### config.mk
export PLATFORM = sky130hd
export DESIGN_NAME = peak_search_ctrl_flat
export DESIGN_NICKNAME = d
export VERILOG_FILES = /design/src/rtl/peak_search_ctrl_pkg.sv /design/src/rtl/peak_search_ctrl_if.sv /design/src/rtl/amp_compare.sv /design/src/rtl/peak_search_ctrl.sv /design/src/flat_wrapper.sv
export SDC_FILE = /design/constraint.sdc
export NUM_CORES = 1
export LEC_CHECK = 0
export ABC_AREA = 1
export BUFFER_PORTS_ARGS = -buffer_cell sky130_fd_sc_hd__buf_2
export CORE_ASPECT_RATIO = 0.7
export CORE_UTILIZATION = 50
export CTS_CLUSTER_DIAMETER = 50
export DETAILED_ROUTE_END_ITERATION = 7
export PLACE_DENSITY = 0.73
export SLEW_MARGIN = 0
export SYNTH_ARGS = -nofsm -noshare
export SYNTH_HDL_FRONTEND = slang
export SYNTH_SLANG_ARGS = --single-unit
### constraint.sdc
create_clock -name clk -period 5.69 [get_ports clk]
set_input_delay 0.569 -clock clk [delete_from_list [all_inputs] [get_ports clk]]
set_output_delay 0.569 -clock clk [all_outputs]
set_load 0.005 [all_outputs]
### src/rtl/peak_search_ctrl_pkg.sv
// Shared acquisition definitions for the peak search: amplitude/word geometry,
// lane packing offsets and the controller state encoding.
package peak_search_ctrl_pkg;

  localparam int AMP_W     = 9;
  localparam int LANES     = 4;
  localparam int WORD_W    = AMP_W * LANES;
  localparam int LANE0_OFF = 0;
  localparam int LANE1_OFF = 9;
  localparam int LANE2_OFF = 18;
  localparam int LANE3_OFF = 27;

  typedef enum logic [1:0] {
    IDLE  = 2'd0,
    READ  = 2'd1,
    DRAIN = 2'd2,
    DONE  = 2'd3
  } state_e;

  // Lane 0 is amp1 in the low bits; lane 3 is amp4 in the high bits.
  function automatic logic [AMP_W-1:0] lane_amp(input logic [WORD_W-1:0] w,
                                                 input logic [1:0]        idx);
    logic [AMP_W-1:0] a;
    case (idx)
      2'd0:    a = w[LANE0_OFF +: AMP_W];
      2'd1:    a = w[LANE1_OFF +: AMP_W];
      2'd2:    a = w[LANE2_OFF +: AMP_W];
      2'd3:    a = w[LANE3_OFF +: AMP_W];
      default: a = {AMP_W{1'b0}};
    endcase
    return a;
  endfunction

endpackage

### src/rtl/peak_search_ctrl_if.sv
// Control, buffer-read and result bundle of the peak search controller.
// The slave modport is the controller's view; master is the firmware/buffer side.
interface peak_search_ctrl_if #(
  parameter int ADDR_WIDTH = 10
) ();
  import peak_search_ctrl_pkg::*;

  logic                    start;
  logic                    abort;
  logic [ADDR_WIDTH-1:0]   base_addr;
  logic [ADDR_WIDTH:0]     word_count;
  logic                    rd_en;
  logic [ADDR_WIDTH-1:0]   rd_addr;
  logic [WORD_W-1:0]       rd_data;
  logic                    busy;
  logic                    done;
  logic [AMP_W-1:0]        peak_amp;
  logic [ADDR_WIDTH+1:0]   peak_pos;
  logic [AMP_W-1:0]        second_amp;
  logic [ADDR_WIDTH+10:0]  amp_sum;

  modport slave (
    input  start, abort, base_addr, word_count, rd_data,
    output rd_en, rd_addr, busy, done, peak_amp, peak_pos, second_amp, amp_sum
  );

  modport master (
    output start, abort, base_addr, word_count, rd_data,
    input  rd_en, rd_addr, busy, done, peak_amp, peak_pos, second_amp, amp_sum
  );

endinterface

### src/rtl/amp_compare.sv
// Combinational maximum of the four packed amplitudes of one word; equal
// amplitudes resolve to the lower lane.
module amp_compare
  import peak_search_ctrl_pkg::*;
(
  input  logic [WORD_W-1:0] word_i,
  output logic [AMP_W-1:0]  max_o,
  output logic [1:0]        lane_o
);

  logic [AMP_W-1:0] a0_s, a1_s, a2_s, a3_s;
  logic [AMP_W-1:0] lo_max_s, hi_max_s;
  logic [1:0]       lo_lane_s, hi_lane_s;

  assign a0_s = lane_amp(word_i, 2'd0);
  assign a1_s = lane_amp(word_i, 2'd1);
  assign a2_s = lane_amp(word_i, 2'd2);
  assign a3_s = lane_amp(word_i, 2'd3);

  // Strict compares at every level keep the lower lane on ties.
  always_comb begin
    lo_max_s  = a0_s;
    lo_lane_s = 2'd0;
    hi_max_s  = a2_s;
    hi_lane_s = 2'd2;
    max_o     = a0_s;
    lane_o    = 2'd0;
    if (a1_s > a0_s) begin
      lo_max_s  = a1_s;
      lo_lane_s = 2'd1;
    end else begin
      lo_max_s  = a0_s;
      lo_lane_s = 2'd0;
    end
    if (a3_s > a2_s) begin
      hi_max_s  = a3_s;
      hi_lane_s = 2'd3;
    end else begin
      hi_max_s  = a2_s;
      hi_lane_s = 2'd2;
    end
    if (hi_max_s > lo_max_s) begin
      max_o  = hi_max_s;
      lane_o = hi_lane_s;
    end else begin
      max_o  = lo_max_s;
      lane_o = lo_lane_s;
    end
  end

endmodule

### src/rtl/peak_search_ctrl.sv
// Peak search sequencer: streams a block of amplitude words and tracks the global
// peak, its position and the runner-up word peak. Define PEAK_SUM_EN for amp_sum.
module peak_search_ctrl
  import peak_search_ctrl_pkg::*;
#(
  parameter int ADDR_WIDTH = 10
) (
  input  logic              clk,
  input  logic              rst,
  peak_search_ctrl_if.slave bus
);

  localparam int CNT_W = ADDR_WIDTH + 1;
  localparam int POS_W = ADDR_WIDTH + 2;
  localparam int SUM_W = ADDR_WIDTH + 11;

  state_e                state_q, state_d;
  logic [ADDR_WIDTH-1:0] base_q, base_d;
  logic [CNT_W-1:0]      cnt_q, cnt_d;
  logic [ADDR_WIDTH-1:0] rd_off_q, rd_off_d;
  logic [ADDR_WIDTH-1:0] rd_addr_q, rd_addr_d;
  logic                  rd_en_q, rd_en_d;
  logic                  busy_q, busy_d;
  logic                  done_q, done_d;
  logic                  rd_vld_q, rd_vld_d;
  logic [ADDR_WIDTH-1:0] wd_off_q, wd_off_d;
  logic [AMP_W-1:0]      peak_amp_q, peak_amp_d;
  logic [POS_W-1:0]      peak_pos_q, peak_pos_d;
  logic [AMP_W-1:0]      second_amp_q, second_amp_d;

  logic                  accept_s;
  logic                  last_rd_s;
  logic                  clr_s;
  logic                  upd_s;
  logic [ADDR_WIDTH-1:0] rd_off_inc_s;
  logic [AMP_W-1:0]      word_max_s;
  logic [1:0]            word_lane_s;

  amp_compare u_amp_compare (
    .word_i (bus.rd_data),
    .max_o  (word_max_s),
    .lane_o (word_lane_s)
  );

  assign accept_s     = (state_q == IDLE) && bus.start && !bus.abort;
  assign clr_s        = accept_s;
  assign upd_s        = rd_vld_q && !bus.abort;
  assign rd_off_inc_s = rd_off_q + {{(ADDR_WIDTH-1){1'b0}}, 1'b1};
  // rd_off_q is the offset of the read on the bus this cycle; +1 is reads issued.
  assign last_rd_s    = (({1'b0, rd_off_q} + {{ADDR_WIDTH{1'b0}}, 1'b1}) == cnt_q);

  always_comb begin
    state_d   = state_q;
    base_d    = base_q;
    cnt_d     = cnt_q;
    rd_off_d  = rd_off_q;
    rd_addr_d = rd_addr_q;
    rd_en_d   = 1'b0;
    busy_d    = busy_q;
    done_d    = 1'b0;
    if (bus.abort) begin
      state_d = IDLE;
      busy_d  = 1'b0;
    end else begin
      case (state_q)
        IDLE: begin
          if (bus.start) begin
            base_d    = bus.base_addr;
            cnt_d     = bus.word_count;
            rd_off_d  = {ADDR_WIDTH{1'b0}};
            rd_addr_d = bus.base_addr;
            busy_d    = 1'b1;
            if (bus.word_count == {CNT_W{1'b0}}) begin
              state_d = DRAIN;
            end else begin
              state_d = READ;
              rd_en_d = 1'b1;
            end
          end else begin
            busy_d = 1'b0;
          end
        end
        READ: begin
          if (last_rd_s) begin
            state_d = DRAIN;
          end else begin
            rd_en_d   = 1'b1;
            rd_off_d  = rd_off_inc_s;
            rd_addr_d = base_q + rd_off_inc_s;
          end
        end
        DRAIN: begin
          state_d = DONE;
          done_d  = 1'b1;
        end
        DONE: begin
          state_d = IDLE;
          busy_d  = 1'b0;
        end
        default: begin
          state_d = IDLE;
          busy_d  = 1'b0;
        end
      endcase
    end
  end

  // Abort kills the read returning next cycle as well as the one being processed now.
  always_comb begin
    rd_vld_d = rd_en_q && !bus.abort;
    wd_off_d = rd_off_q;
  end

  always_comb begin
    peak_amp_d   = peak_amp_q;
    peak_pos_d   = peak_pos_q;
    second_amp_d = second_amp_q;
    if (clr_s) begin
      peak_amp_d   = {AMP_W{1'b0}};
      peak_pos_d   = {POS_W{1'b0}};
      second_amp_d = {AMP_W{1'b0}};
    end else if (upd_s) begin
      if (word_max_s > peak_amp_q) begin
        second_amp_d = peak_amp_q;
        peak_amp_d   = word_max_s;
        peak_pos_d   = {wd_off_q, word_lane_s};
      end else if (word_max_s > second_amp_q) begin
        second_amp_d = word_max_s;
      end else begin
        second_amp_d = second_amp_q;
      end
    end else begin
      peak_amp_d = peak_amp_q;
    end
  end

  always_ff @(posedge clk or posedge rst) begin
    if (rst) begin
      state_q      <= IDLE;
      base_q       <= {ADDR_WIDTH{1'b0}};
      cnt_q        <= {CNT_W{1'b0}};
      rd_off_q     <= {ADDR_WIDTH{1'b0}};
      rd_addr_q    <= {ADDR_WIDTH{1'b0}};
      rd_en_q      <= 1'b0;
      busy_q       <= 1'b0;
      done_q       <= 1'b0;
      rd_vld_q     <= 1'b0;
      wd_off_q     <= {ADDR_WIDTH{1'b0}};
      peak_amp_q   <= {AMP_W{1'b0}};
      peak_pos_q   <= {POS_W{1'b0}};
      second_amp_q <= {AMP_W{1'b0}};
    end else begin
      state_q      <= state_d;
      base_q       <= base_d;
      cnt_q        <= cnt_d;
      rd_off_q     <= rd_off_d;
      rd_addr_q    <= rd_addr_d;
      rd_en_q      <= rd_en_d;
      busy_q       <= busy_d;
      done_q       <= done_d;
      rd_vld_q     <= rd_vld_d;
      wd_off_q     <= wd_off_d;
      peak_amp_q   <= peak_amp_d;
      peak_pos_q   <= peak_pos_d;
      second_amp_q <= second_amp_d;
    end
  end

`ifdef PEAK_SUM_EN
  logic [SUM_W-1:0] amp_sum_q, amp_sum_d;
  logic [AMP_W+1:0] word_sum_s;

  assign word_sum_s = {2'b00, lane_amp(bus.rd_data, 2'd0)}
                    + {2'b00, lane_amp(bus.rd_data, 2'd1)}
                    + {2'b00, lane_amp(bus.rd_data, 2'd2)}
                    + {2'b00, lane_amp(bus.rd_data, 2'd3)};

  always_comb begin
    amp_sum_d = amp_sum_q;
    if (clr_s) begin
      amp_sum_d = {SUM_W{1'b0}};
    end else if (upd_s) begin
      amp_sum_d = amp_sum_q + {{(SUM_W-AMP_W-2){1'b0}}, word_sum_s};
    end else begin
      amp_sum_d = amp_sum_q;
    end
  end

  always_ff @(posedge clk or posedge rst) begin
    if (rst) begin
      amp_sum_q <= {SUM_W{1'b0}};
    end else begin
      amp_sum_q <= amp_sum_d;
    end
  end

  assign bus.amp_sum = amp_sum_q;
`else
  assign bus.amp_sum = {SUM_W{1'b0}};
`endif

  assign bus.rd_en      = rd_en_q;
  assign bus.rd_addr    = rd_addr_q;
  assign bus.busy       = busy_q;
  assign bus.done       = done_q;
  assign bus.peak_amp   = peak_amp_q;
  assign bus.peak_pos   = peak_pos_q;
  assign bus.second_amp = second_amp_q;

endmodule

### src/flat_wrapper.sv
// flat-port wrapper written by rule: the top's interface ports become plain ports
module peak_search_ctrl_flat import peak_search_ctrl_pkg::*;
#(
  parameter int ADDR_WIDTH = 10
)
  (clk, rst, bus_start, bus_abort, bus_base_addr, bus_word_count, bus_rd_data, bus_rd_en, bus_rd_addr, bus_busy, bus_done, bus_peak_amp, bus_peak_pos, bus_second_amp, bus_amp_sum);
  peak_search_ctrl_if #(.ADDR_WIDTH(ADDR_WIDTH)) bus_i ();
  input  logic clk;
  input  logic rst;
  input wire logic [$bits(bus_i.start)-1:0] bus_start;
  input wire logic [$bits(bus_i.abort)-1:0] bus_abort;
  input wire logic [$bits(bus_i.base_addr)-1:0] bus_base_addr;
  input wire logic [$bits(bus_i.word_count)-1:0] bus_word_count;
  input wire logic [$bits(bus_i.rd_data)-1:0] bus_rd_data;
  output wire logic [$bits(bus_i.rd_en)-1:0] bus_rd_en;
  output wire logic [$bits(bus_i.rd_addr)-1:0] bus_rd_addr;
  output wire logic [$bits(bus_i.busy)-1:0] bus_busy;
  output wire logic [$bits(bus_i.done)-1:0] bus_done;
  output wire logic [$bits(bus_i.peak_amp)-1:0] bus_peak_amp;
  output wire logic [$bits(bus_i.peak_pos)-1:0] bus_peak_pos;
  output wire logic [$bits(bus_i.second_amp)-1:0] bus_second_amp;
  output wire logic [$bits(bus_i.amp_sum)-1:0] bus_amp_sum;
  assign bus_i.start = bus_start;
  assign bus_i.abort = bus_abort;
  assign bus_i.base_addr = bus_base_addr;
  assign bus_i.word_count = bus_word_count;
  assign bus_i.rd_data = bus_rd_data;
  assign bus_rd_en = bus_i.rd_en;
  assign bus_rd_addr = bus_i.rd_addr;
  assign bus_busy = bus_i.busy;
  assign bus_done = bus_i.done;
  assign bus_peak_amp = bus_i.peak_amp;
  assign bus_peak_pos = bus_i.peak_pos;
  assign bus_second_amp = bus_i.second_amp;
  assign bus_amp_sum = bus_i.amp_sum;
  peak_search_ctrl #(.ADDR_WIDTH(ADDR_WIDTH)) u_core (.clk(clk), .rst(rst), .bus(bus_i));
endmodule
==> run_results.csv <==
group,metric,value,unit
cts,clockRootBuffer,"clkbuf_16",
global_routing,grt_pass1_wl,28060,µm
placed_design,io_buffers,103,
synth,ys_warn_count,0,
placed_design,place_congestion,0.9773,
drt,ant_nets,0,
cts,path_clk_slew,0.07,ns
setup_path,cpMostUsedCell,"nand2_1",
global_routing,grt_antenna_before_repair,0,
power,internal_power,1776,µW
global_routing,met2_usage,0.3239,
setup_path,crit-reg2reg-launch,"u_core.rd_off_q[0]$_DFFE_PP0P_",
synth,ys_ff_latch,87,
cts,holdBufCountCts,0,
power,switching_power,1435,µW
global_routing,grt_overflow_total,0,
synth,syn_inst,933,
floorplan,coreArea,12510,µm²
floorplan,fp-row-count,34,
setup_path,r2r_setup_slack,2.32,ns
synth,synth_cell_types,30,
timing,fin_crit_sh,0.8907,
setup_path,required,5.92,ns
global_routing,busiest_layer,"met1",
floorplan,ios,125,
cts,cts_htree_levels,3,
timing,whs,0.1963,ns
power,cellLeakagePower,0.004352,µW
layout,layout_common_cells,"288 x nand2_1, 137 x inv_1, 103 x buf_2, 88 x nand3_1, 87 x dfrtp_1",
global_routing,grt_max_degree,67,
drt,drc,0,
power,seqPwrFrac,0.320,
global_routing,grt_use_met1,0.4702,
cts,clk-insertion-delay-late,0.34,ns
placed_design,dp_hpwl,13640,µm
min_path,hold_class,"input port to asynchronous set/reset pin",
layout,diodes,0,
job,timing.max_cap.violations,0,
setup_path,worst-path-max-fanout,14,
global_routing,grt_pass1_vias,5359,
timing,final-setup-viol-count,0,
layout,drive_above_1_share,0.1340,
setup_path,cp-start-kind,"input port",
setup_path,r2r-end,"u_core.bus.rd_addr[5]$_DFFE_PP0P_",
drt,vias,6195,
synth,ys_seq_area_frac,0.3381,
power,switching_share,0.4470,
power,power_density,436.7,nW/µm²
layout,area_growth,14.16,%
layout,final_common_cell,"nand2_1",
drt,wirelength,17330,µm
setup_path,slowest_delay,0.32,ns
timing,max_freq,197.3,MHz
synth,synth.avg_cell_area,6.902,µm²
floorplan,floorplan.initialDensity,0.5149,
timing,layout_min_cycle_time,5.068,ns
floorplan,dieArea,13340,µm²
setup_path,cp_slowest_cell,"clkinv_1",
floorplan,fp.dieW,137.6,µm
floorplan,die_y,96.95,µm
setup_path,worstSetupPathType,"input port to register",
global_routing,grtUsageMet3,0.06761,
status,status,"complete, no violations",
drt,drtPass1Iterations,5,
cts,clock_path_buffers,2,
drt,post_drt_wl_per_cell,14.46,µm
setup_path,worstRegToRegCells,13,
drt,vias_per_cell,5.167,
setup_path,worstSetupEndpointType,"register",
synth,netlist_area,6440,µm²
layout,fill_cells,1195,
timing,hold_violations,0,
power,clkPwrFrac,0.188,
layout,nets,1153,
cts,post-cts-setup-buffers,0,
timing,drv_slew,0,
timing,worstMarginPinSlew,0.9032,ns
timing,clock_skew,0.005297,ns
power,irDropWorstVdd,214.9,µV
cts,cts.sinks,87,
cts,cts_tree,"done",
global_routing,grt_usage,0.2721,
drt,dr.first_iter.drc_count,607,
cts,cts_inserted_buffers,9,
timing,tns,0,ns
setup_path,crit_arrival,5.30,ns
timing,slew_headroom,0.3956,
cts,cts_resized,0,
timing,rsz0062_at_grt,"false",
power,combPwrFrac,0.492,
## layer usage
| layer | share of wire | wire, µm | vias up |
|---|---|---|---|
| met3 | 0.10 | 1813 | 11 |
| met1 | 0.54 | 9339 | 2752 |
| met4 | 0.0064 | 111 | 0 |
| li1 | - | - | 3150 |
| met2 | 0.35 | 6068 | 282 |
| met5 | 0 | 0 | - |
## power by group through the flow
stage / Clock, µW / Combinational [µW] / Sequential (µW)
floorplan: 0 / 1080 / 983
global placement: 0 / 1530 / 1030
detailed placement: 0 / 1540 / 1030
CTS: 614 / 1550 / 1020
global route: 640 / 1800 / 1050
finish: 604 / 1580 / 1030
## synthesized netlist by cell type
cell type	n	area share
o21ai_0	60	0.047
o21bai_1	3	0.0035
conb_1	1	0.00058
nor2_1	64	0.037
ha_1	59	0.11
buf_4	24	0.028
a21oi_1	30	0.023
clkinv_1	2	0.0012
or2_2	1	0.00097
a31oi_1	1	0.00097
o21a_1	3	0.0035
a21o_1	3	0.0035
nor3_1	2	0.0016
buf_1	1	0.00058
fa_1	1	0.0031
nand3_2	2	0.0031
nand3_1	89	0.069
dfrtp_1	87	0.34
xor2_1	2	0.0027
nand3b_1	13	0.015
nand4_1	28	0.027
nand2_1	288	0.17
clkbuf_1	16	0.0093
o211ai_1	3	0.0035
inv_1	138	0.080
nand2_2	2	0.0019
xnor2_1	3	0.0041
nor2_4	3	0.0052
inv_2	1	0.00058
buf_2	3	0.0023
## through the flow
stage	power [µW]	utilization	cell area [µm²]	worst slack, ns	instances
detailed placement	2573	0.5635	7048	0.4167	1183
CTS	3189	0.5878	7352	0.7520	1199
global placement	2555	0.5635	7048	0.6399	1183
finish	3211	0.5878	7352	0.6222	1199
global route	3495	0.5878	7352	0.1537	1199
floorplan	2066	-	6515	1.198	953
## layout make-up
cell class              instances  area, µm²  area share
well taps                     162      202.7     0.02757
inverters                     141      530.5     0.07216
repair buffers                112      583.1     0.07931
multi-input cells             681       3555      0.4835
clock inverters                 7      78.83     0.01072
clock buffers                   9      225.2     0.03063
flip-flops and latches         87       2177      0.2961
## critical path, delay by kind of cell
| family | cells | cell delay, ns |
|---|---|---|
| adders and majority gates | 3 | 0.90 |
| buffers and inverters | 4 | 0.61 |
| and+or+nand+nor | 20 | 2.88 |
| AOI/OAI and AO/OA | 2 | 0.31 |
## logic make-up (layout without fill, tap and decap cells)
kind of cell | Yosys count | count (layout) | synth area share
buffers and inverters | 185 | 269 | 0.1224
other | 1 | 21 | 0.0005823
AO/OA/AOI/OAI | 103 | 103 | 0.08490
adder cells (fa/ha/maj) | 60 | 60 | 0.1177
XOR/XNOR | 5 | 5 | 0.006801
AND/OR/NAND/NOR | 492 | 492 | 0.3295
flip-flops | 87 | 87 | 0.3381
## worst max-delay path by stage
stage / endpoint / depth (start not counted) / start / slack (ns)
after floorplan: u_core.bus.second_amp[0]$_DFFE_PP0P_ / 27 / bus_rd_data[8] / 1.20
after global placement: u_core.bus.second_amp[6]$_DFFE_PP0P_ / 29 / bus_rd_data[7] / 0.64
after detailed placement: u_core.bus.second_amp[3]$_DFFE_PP0P_ / 29 / bus_rd_data[7] / 0.42
after CTS: u_core.bus.second_amp[3]$_DFFE_PP0P_ / 29 / bus_rd_data[8] / 0.75
after global routing: u_core.bus.second_amp[1]$_DFFE_PP0P_ / 29 / bus_rd_data[8] / 0.15
final: u_core.bus.second_amp[2]$_DFFE_PP0P_ / 29 / bus_rd_data[7] / 0.62
## sequential cells by signal (all words and copies together) (netlist names), 2 cells and up
signal and count:
u_core.base_q 10, u_core.cnt_q 11, u_core.bus.peak_pos 12, u_core.bus.second_amp 9
u_core.state_q 2, u_core.wd_off_q 10, u_core.bus.rd_addr 10, u_core.bus.peak_amp 9
u_core.rd_off_q 10
(Power assumes the default switching activity.)
